### src/rtl/div_if.sv
// EX-stage <-> divider handshake bundle: operands and control in, stall and HI/LO result out.
interface div_if;
  logic        start;
  logic        signed_div;
  logic [31:0] dividend;
  logic [31:0] divisor;
  logic        cancel;
  logic        stall_req;
  logic        busy;
  logic        result_valid;
  logic [31:0] hi;
  logic [31:0] lo;

  modport master (
    output start, signed_div, dividend, divisor, cancel,
    input  stall_req, busy, result_valid, hi, lo
  );

  modport slave (
    input  start, signed_div, dividend, divisor, cancel,
    output stall_req, busy, result_valid, hi, lo
  );
endinterface

### src/rtl/div_seq.sv
// Multi-cycle 32-bit restoring divider (DIV/DIVU) for the EX stage; quotient -> lo, remainder -> hi.
// Define DIV_ZERO_FAST_EN to complete a divide-by-zero in 2 cycles instead of 33.
module div_seq (
  input  logic clk,
  input  logic rst,
  div_if.slave bus
);

  localparam logic [1:0] S_IDLE = 2'd0;
  localparam logic [1:0] S_RUN  = 2'd1;
  localparam logic [1:0] S_ZERO = 2'd2;
  localparam logic [1:0] S_DONE = 2'd3;

  logic [1:0]  state, state_nxt;
  logic [31:0] rem, quo, dvs, dvd_raw;
  logic [5:0]  cnt;
  logic        neg_q, neg_r, dvs_zero;
  logic [31:0] hi_r, lo_r;

  logic        accept;
  logic        finish;
  logic [32:0] rem_sh, diff;
  logic [31:0] rem_nxt, quo_nxt;
  logic [31:0] fin_hi, fin_lo;
  logic [31:0] dvd_mag, dvs_mag;

  assign accept = bus.start & ~bus.cancel & ((state == S_IDLE) | (state == S_DONE));
  assign finish = ~bus.cancel & (((state == S_RUN) & (cnt == 6'd31)) | (state == S_ZERO));

  assign dvd_mag = (bus.signed_div & bus.dividend[31]) ? (~bus.dividend + 32'd1) : bus.dividend;
  assign dvs_mag = (bus.signed_div & bus.divisor[31])  ? (~bus.divisor  + 32'd1) : bus.divisor;

  // One restoring step: shift the next dividend bit into the remainder and trial-subtract.
  always_comb begin
    // NOTE: every combinational output gets a default first so no path can infer a latch.
    rem_sh  = {rem, quo[31]};
    diff    = rem_sh - {1'b0, dvs};
    rem_nxt = rem_sh[31:0];
    quo_nxt = {quo[30:0], 1'b0};
    if (!diff[32]) begin
      rem_nxt = diff[31:0];
      quo_nxt = {quo[30:0], 1'b1};
    end
  end

  // Divide-by-zero reports the raw dividend, bypassing the sign fix-up.
  always_comb begin
    fin_lo = neg_q ? (~quo_nxt + 32'd1) : quo_nxt;
    fin_hi = neg_r ? (~rem_nxt + 32'd1) : rem_nxt;
    if (dvs_zero) begin
      fin_lo = 32'hFFFF_FFFF;
      fin_hi = dvd_raw;
    end
  end

  always_comb begin
    state_nxt = state;
    case (state)
      S_IDLE, S_DONE: begin
        state_nxt = S_IDLE;
        if (accept) begin
`ifdef DIV_ZERO_FAST_EN
          state_nxt = (bus.divisor == 32'd0) ? S_ZERO : S_RUN;
`else
          state_nxt = S_RUN;
`endif
        end
      end
      S_RUN:   if (cnt == 6'd31) state_nxt = S_DONE;
      S_ZERO:  state_nxt = S_DONE;
      default: state_nxt = S_IDLE;
    endcase
    if (bus.cancel) state_nxt = S_IDLE;
  end

  // NOTE: state is updated with non-blocking assignments so every register sees pre-edge values.
  always_ff @(posedge clk or posedge rst) begin
    if (rst) begin
      // NOTE: the datapath registers are reset too, so hi/lo read zero straight out of reset.
      state    <= S_IDLE;
      rem      <= 32'd0;
      quo      <= 32'd0;
      dvs      <= 32'd0;
      dvd_raw  <= 32'd0;
      cnt      <= 6'd0;
      neg_q    <= 1'b0;
      neg_r    <= 1'b0;
      dvs_zero <= 1'b0;
      hi_r     <= 32'd0;
      lo_r     <= 32'd0;
    end else begin
      state <= state_nxt;
      if (accept) begin
        rem      <= 32'd0;
        quo      <= dvd_mag;
        dvs      <= dvs_mag;
        dvd_raw  <= bus.dividend;
        cnt      <= 6'd0;
        neg_q    <= bus.signed_div & (bus.dividend[31] ^ bus.divisor[31]);
        neg_r    <= bus.signed_div & bus.dividend[31];
        dvs_zero <= (bus.divisor == 32'd0);
      end else if ((state == S_RUN) && !bus.cancel) begin
        rem <= rem_nxt;
        quo <= quo_nxt;
        cnt <= cnt + 6'd1;
      end
      if (finish) begin
        hi_r <= fin_hi;
        lo_r <= fin_lo;
      end
    end
  end

  assign bus.busy         = (state == S_RUN) | (state == S_ZERO);
  assign bus.stall_req    = accept | (state == S_RUN) | (state == S_ZERO);
  assign bus.result_valid = (state == S_DONE);
  assign bus.hi           = hi_r;
  assign bus.lo           = lo_r;

endmodule

### src/flat_wrapper.sv
// flat-port wrapper written by rule: the top's interface ports become plain ports
module div_seq_flat 
  (clk, rst, bus_start, bus_signed_div, bus_dividend, bus_divisor, bus_cancel, bus_stall_req, bus_busy, bus_result_valid, bus_hi, bus_lo);
  div_if bus_i ();
  input  logic clk;
  input  logic rst;
  input wire logic [$bits(bus_i.start)-1:0] bus_start;
  input wire logic [$bits(bus_i.signed_div)-1:0] bus_signed_div;
  input wire logic [$bits(bus_i.dividend)-1:0] bus_dividend;
  input wire logic [$bits(bus_i.divisor)-1:0] bus_divisor;
  input wire logic [$bits(bus_i.cancel)-1:0] bus_cancel;
  output wire logic [$bits(bus_i.stall_req)-1:0] bus_stall_req;
  output wire logic [$bits(bus_i.busy)-1:0] bus_busy;
  output wire logic [$bits(bus_i.result_valid)-1:0] bus_result_valid;
  output wire logic [$bits(bus_i.hi)-1:0] bus_hi;
  output wire logic [$bits(bus_i.lo)-1:0] bus_lo;
  assign bus_i.start = bus_start;
  assign bus_i.signed_div = bus_signed_div;
  assign bus_i.dividend = bus_dividend;
  assign bus_i.divisor = bus_divisor;
  assign bus_i.cancel = bus_cancel;
  assign bus_stall_req = bus_i.stall_req;
  assign bus_busy = bus_i.busy;
  assign bus_result_valid = bus_i.result_valid;
  assign bus_hi = bus_i.hi;
  assign bus_lo = bus_i.lo;
  div_seq u_core (.clk(clk), .rst(rst), .bus(bus_i));
endmodule
### config.mk
export PLATFORM = sky130hd
export DESIGN_NAME = div_seq_flat
export DESIGN_NICKNAME = d
export VERILOG_FILES = /design/src/rtl/div_if.sv /design/src/rtl/div_seq.sv /design/src/flat_wrapper.sv
export SDC_FILE = /design/constraint.sdc
export NUM_CORES = 1
export LEC_CHECK = 0
export CORE_MARGIN = 1
export CORE_UTILIZATION = 46
export DETAILED_ROUTE_END_ITERATION = 6
export PLACE_DENSITY = 0.73
export SLEW_MARGIN = 20
export SYNTH_ARGS = -nofsm -noshare
export SYNTH_HDL_FRONTEND = slang
export SYNTH_SLANG_ARGS = --single-unit
### constraint.sdc
create_clock -name clk -period 8.6 [get_ports clk]
set_input_delay 1.72 -clock clk [delete_from_list [all_inputs] [get_ports clk]]
set_output_delay 1.72 -clock clk [all_outputs]
set_load 0.005 [all_outputs]
==> impl_metrics.tcl, run 1 <==
set metrics [dict create \
    critPathLaunchType "register" \
    tns_ps 0 \
    final_core_util_pct 55.4 \
    max_cap_violations 0 \
    fin_hold_ws_ps 471 \
    die_h_um 173 \
    relSlewSlack_pct 27.3 \
    layout-drive-gt1-share_pct 4.77 \
    die_x_um 173 \
    routedWlPerCell_um 18.2 \
    reg2reg_setup_slack_ps 2790 \
    cts.sinks 203 \
    rsz0062_at_grt "no" \
    finalSetupViolations 0 \
    drt-vias-per-instance 5.79 \
    ctsRootBufferMaster "clkbuf_16" \
    power_density_mw_per_mm2 490 \
    min_path_cells 2 \
    fin_nets 1857 \
    worst_pin_slew_ps 1090 \
    antenna_found_initial 0 \
    ioPinCount 136 \
    grt_pass1_vias 12000 \
    hold_violations 0 \
    dr.pass1.iters 5 \
    skew_ps 8.93 \
    min_path_type "register to register" \
    status "complete, no violations" \
    syn_area_mm2 0.0135 \
    clkTransAtPathRegs_ps 60 \
    synthTopCellsByArea "dfrtp_1, nand2_1, o21ai_0" \
    ys_async_sr_fraction_pct 100 \
    worst-path-max-fanout 49 \
    reg2regPathDepth 21 \
    holdBufCountCts 0 \
    yosysMostFrequentCell "nand2_1" \
    hp-start "u_core.dvd_raw[24]" \
    drc 0 \
    fmax_mhz 172 \
    syn_inst 1666 \
    cp.required_ps 9030 \
    regToRegStartpoint "u_core.quo[31]" \
    pre_cts_slack_ps 2840 \
    min_period_ps 5810 \
    cts_resized 0 \
    cp_data_arrival_time_ps 6240 \
    syn_nets 1776 \
    clock_path_buffers 3 \
    start_util_pct 46.9 \
    core.rowCount 62 \
    critical_path_class "register to register" \
    grt_max_degree 126 \
    synth-seq-cells 203 \
    num_antenna_cells 0 \
    ys_seq_area_share_pct 37.8 \
    post_cts_buffers 0 \
    place_hpwl_mm 28.4 \
    cts_tree "yes" \
    yosysTopAreaCell "dfrtp_1" \
    num_vias 12400 \
    die_area_mm2 0.0299 \
    vdd_drop_max_mv 0.304 \
    clk_latency_ps 540 \
    avgSynthCellArea_um2 8.07 \
    synth_warnings 0 \
    synth_top_cells_by_count "nand2_1, dfrtp_1, nor2_1, o21ai_0, a21oi_1" \
    io_buffers 135 \
    grtUsageTotal_pct 26.1 \
    synth_edf_count 0 \
    drtIter0Drc 1096 \
    core-area_mm2 0.0287 \
    whs_endpoint "u_core.dvd_raw[24]" \
    cts-buffers-inserted 24 \
    slew_viol_final 0 \
    fin_crit_sh_pct 67.6 \
    synth.distinct_cells 68 \
    ant_nets 0 \
    place_congestion 0.914 \
    timing.final.ws_setup_ps 2790 \
    routed_wl_mm 39.1 \
    grt_pass1_wl_mm 63.4 \
    grt_remaining_overflow 0 \
    leakagePower_nw 6.75 \
    yosysTopAreaCellShare_pct 37.8 \
    synthFlopType "dfrtp_1" \
    critPathCaptureType "register" \
    htree_levels 1 \
    syn_to_final_growth_pct 18.2 \
    r2r_end "u_core.bus.hi[30]" \
]
## logic make-up (layout without fill, tap and decap cells)
family / Yosys count / in the layout / synth area share (%)
AND/OR/NAND/NOR: 650 / 650 / 21.4
AO/OA/AOI/OAI: 436 / 436 / 20.1
flip-flops: 203 / 203 / 37.8
buffers and inverters: 148 / 243 / 4.20
XOR/XNOR: 147 / 147 / 9.63
adder cells (fa/ha/maj): 41 / 41 / 3.87
multiplexers: 41 / 41 / 3.09
## layout by cell type, fill, tap and decap left out, types with 5 or more instances in the layout
master,instances
a211oi_1,34
a21o_1,13
a21oi_1,112
a31oi_1,50
and2_1,12
and3_1,18
buf_4,12
clkbuf_16,24
clkbuf_8,5
clkdlybuf4s50_1,135
dfrtp_1,203
ha_1,40
inv_1,52
mux2i_1,37
nand2_1,291
nand2b_1,13
nand3_1,19
nand4_1,11
nor2_1,176
nor3_1,33
nor4_1,16
o211ai_1,8
o21a_1,8
o21ai_0,134
o31ai_1,22
o41ai_1,11
or2_2,5
or3_1,24
or4_1,10
xnor2_1,71
xor2_1,75
## through the flow
| step | cells | total power, mW | instance area (um2) |
|---|---|---|---|
| floorplan | 1666 | 5.15 | 13500 |
| global placement | 2105 | 6.53 | 15100 |
| detailed placement | 2105 | 6.61 | 15100 |
| CTS | 2145 | 7.74 | 15900 |
| global route | 2145 | 8.36 | 15900 |
| finish | 2145 | 7.79 | 15900 |
## how the worst max path moves through the flow
stage | to | from
after floorplan | u_core.bus.hi[0] | rst
after global placement | u_core.bus.hi[30] | u_core.quo[31]
after detailed placement | u_core.bus.hi[30] | u_core.quo[31]
after CTS | u_core.bus.hi[30] | u_core.quo[31]
after global routing | u_core.bus.hi[28] | u_core.quo[31]
final | u_core.bus.hi[30] | u_core.quo[31]
## power by group
group / total, mW / internal [mW] / switching, mW
sequential: 1.85 / 1.40 / 0.444
combinational: 4.86 / 1.93 / 2.93
clock: 1.09 / 0.671 / 0.418
total: 7.79 / 4.00 / 3.79
## layout make-up
type / instances / area, um2
Inverter: 55 / 214
Sequential cell: 203 / 5080
Timing Repair Buffer: 148 / 1450
Multi-Input combinational cell: 1315 / 7840
Fill cell: 2679 / 12800
Clock buffer: 32 / 681
Tap cell: 384 / 480
Clock inverter: 8 / 154
## worst max-delay path, cell delays in order (launching register included)
cell	delay (ps)
dfrtp_1	370
inv_1	80
ha_1	200
fa_1	400
nand2b_1	190
a21oi_2	250
o31ai_2	140
o41ai_4	440
a21oi_2	160
xnor2_4	150
buf_4	530
inv_2	130
a21oi_1	310
ha_1	270
nand2_1	60
or4_1	430
nor3_1	140
mux2_2	240
o221ai_1	230
or3_1	460
and4_1	220
o41ai_1	290
## flip-flops by register name (all words and copies together) (netlist names)
| register | flops |
|---|---|
| u_core.bus.hi | 32 |
| u_core.bus.lo | 32 |
| u_core.dvd_raw | 32 |
| u_core.dvs | 32 |
| u_core.quo | 32 |
| u_core.rem | 32 |
| u_core.cnt | 6 |
| u_core.state | 2 |
| u_core.dvs_zero | 1 |
| u_core.neg_q | 1 |
| u_core.neg_r | 1 |
## routing by layer
layer  part of all wire (%)  up-vias  global-route usage (%)  wire length, um
met5                      0        -                       0                0
met4                    2.5        0                    7.93              996
met3                    5.9       67                    4.29             2310
met2                     46      397                    42.2            18100
met1                     45     5984                    35.8            17700
li1                       -     5980                       -                -
(Power assumes the default switching activity.)
==> run 2, diff against run 1 <==
Settings changed: PLACE_DENSITY 0.73 to 0.75.
Clock period 8.6 ns to 5.1 ns, I/O delays scaled along.
==> run 2 against run 1 <==
Compared with the run above: total power grew 73%; core utilization grew 0.75 points; critical path depth is the same; flip-flop and latch count is the same; hold slack lost 1.5 ps; combinational power grew 76%; non-clock buffer count grew 19; highest routed layer unchanged.
==> impl_metrics.tcl, run 2 (same netlist as run 1, synthesis figures left out) <==
set metrics [dict create \
    relSlewSlack_pct 34.7 \
    core-area_mm2 0.0287 \
    min_path_type "register to register" \
    whs_endpoint "u_core.dvd_raw[8]" \
    vdd_drop_max_mv 0.541 \
    use_met1_pct 38.5 \
    final_common_cell "nand2_1" \
    critPathMostFrequentCell "a21oi_4" \
    skew_ps 13.3 \
    stdcell_count 2167 \
    dpl.cell_count 2122 \
    placed_area_mm2 0.0152 \
    grt_pass1_wl_mm 65.9 \
    crit_chain "inv_1 -> ha_1 -> fa_1 -> nand2b_1 -> a21oi_4 -> o31ai_2 -> o41ai_4 -> a21oi_4 -> xnor2_4 -> inv_2 -> nor2_1 -> a21oi_2 -> ha_2 -> nand2_1 -> or4_1 -> nor3_1 -> mux2_4 -> o221ai_2 -> or3_4 -> and4_1 -> o41ai_2" \
    slew_viol_final 0 \
    place_hpwl_mm 29.3 \
    reg2regPathDepth 21 \
    max_cap_violations 0 \
    core.rowCount 62 \
    fin_area_mm2 0.0161 \
    cp_data_arrival_time_ps 5250 \
    hold_violations 0 \
    status "complete, no violations" \
    num_vias 12600 \
    cts-buffers-inserted 24 \
    drc 0 \
    ant_nets 0 \
    die_area_mm2 0.0299 \
    ctsRootBufferMaster "clkbuf_16" \
    cts.sinks 203 \
    fin_nets 1876 \
    place_congestion 0.918 \
    htree_levels 1 \
    grt_pass1_vias 12200 \
    cpMaxStageDelayCell "or3_4" \
    drt-vias-per-instance 5.83 \
    worst_pin_slew_ps 980 \
    fmax_mhz 207 \
    swShare_pct 48.5 \
    grt_max_degree 148 \
    syn_to_final_growth_pct 19.8 \
    worst-path-max-fanout 7 \
    critPathCaptureType "register" \
    clockPowerShare_pct 13.7 \
    cp.required_ps 5520 \
    finalSetupViolations 0 \
    grtUsageTotal_pct 26.9 \
    antenna_found_initial 0 \
    clock_path_buffers 3 \
    ioPinCount 136 \
    start_util_pct 46.9 \
    r2r_end "u_core.bus.hi[30]" \
    tns_ps 0 \
    leakagePower_nw 6.87 \
    min_period_ps 4830 \
    fin_crit_sh_pct 94.7 \
    io_buffers 135 \
    top_usage_layer "met2" \
    seq_power_share_pct 23.0 \
    max_stage_delay_ps 450 \
    gr-usage-met2_pct 43.0 \
    power.switching_mw 6.54 \
    p_int_mw 6.93 \
    num_antenna_cells 0 \
    grt_remaining_overflow 0 \
    p_comb_share_pct 63.4 \
    power_density_mw_per_mm2 836 \
    critical_path_class "register to register" \
    min_path_cells 2 \
    met3_usage_pct 3.36 \
    cp_num_buf_inv 2 \
    reg2reg_setup_slack_ps 270 \
    routedWlPerCell_um 18.5 \
    cts_tree "yes" \
    hp-start "u_core.dvd_raw[8]" \
    clk_latency_ps 530 \
    cp_top_family "simple AND/OR/NAND/NOR gates" \
    final_cell_mix "nand2_1, dfrtp_1, nor2_1" \
    clkTransAtPathRegs_ps 60 \
    fin_hold_ws_ps 469 \
    regToRegStartpoint "u_core.quo[31]" \
    routed_wl_mm 40.1 \
    drtIter0Drc 1113 \
    die_x_um 173 \
    layout-drive-gt1-share_pct 6.34 \
    die_h_um 173 \
    critPathLaunchType "register" \
    dr.pass1.iters 5 \
]
[run 2: changes by cell type in the layout (fill, tap and decap cells not counted), sizes merged]
cell    change
clkbuf      -3
buf        +19
clkinv      +6
[run 2: worst max path at each step]
stage	slack [ps]	end	startpoint	cells after the start
after global placement	270	u_core.bus.hi[30]	u_core.quo[31]	21
after floorplan	5	u_core.bus.hi[30]	u_core.quo[31]	24
final	270	u_core.bus.hi[30]	u_core.quo[31]	21
after global routing	-50	u_core.bus.hi[30]	u_core.quo[31]	21
after detailed placement	90	u_core.bus.hi[30]	u_core.quo[31]	21
after CTS	70	u_core.bus.hi[30]	u_core.quo[31]	21
[run 2: through the flow]
| step | total power [mW] | setup WS, ps | utilization, % |
|---|---|---|---|
| 2_1_floorplan | 8.73 | 5.25 | - |
| 3_3_place_gp | 11.3 | 266 | 53.0 |
| 3_5_place_dp | 11.4 | 93.3 | 53.0 |
| 4_1_cts | 13.3 | 68.9 | 56.0 |
| 5_1_grt | 14.5 | -50.2 | 56.2 |
| 6_report | 13.5 | 271 | 56.2 |
[run 2: repair_timing]
item                       CTS  global route
hold endpoints to repair     0             0
gates resized for setup      0             7
hold buffers                 0             0
buffers inserted             0             2
setup endpoints to repair    0             4
[run 2: power by group through the flow]
stage                     clock network (mW)  registers, mW  logic (mW)
after floorplan                            0           2.88        5.86
after global placement                     0           3.06        8.22
after detailed placement                   0           3.10        8.30
after CTS                               1.87           3.08        8.37
after global routing                    1.93           3.19        9.39
final                                   1.84           3.09        8.53
[run 2: routing by layer]
metal | vias to the layer above | wire length, um
met5 | - | 0
met4 | 0 | 869
met1 | 6096 | 18400
met2 | 440 | 18400
li1 | 6036 | -
met3 | 64 | 2410
[run 2: area by class of cell]
type / instances / area [um2]
Clock buffer: 29 / 649
Clock inverter: 14 / 193
Fill cell: 2674 / 12600
Inverter: 55 / 210
Multi-Input combinational cell: 1315 / 7890
Sequential cell: 203 / 5080
Tap cell: 384 / 480
Timing Repair Buffer: 167 / 1620
[run 2: worst reg2reg max path: stages, from the launching register on]
cell and delay, ps:
dfrtp_1 390, inv_1 80, ha_1 200, fa_1 400
nand2b_1 210, a21oi_4 160, o31ai_2 110, o41ai_4 380
a21oi_4 130, xnor2_4 150, inv_2 130, nor2_1 70
a21oi_2 120, ha_2 220, nand2_1 50, or4_1 420
nor3_1 150, mux2_4 210, o221ai_2 150, or3_4 450
and4_1 230, o41ai_2 300
==> run 3, diff against run 2 <==
Settings changed: SKIP_CTS_REPAIR_TIMING set to 1.
==> results of run 3 <==
No change in the layout: final DEF, timing and power equal those of run 2.
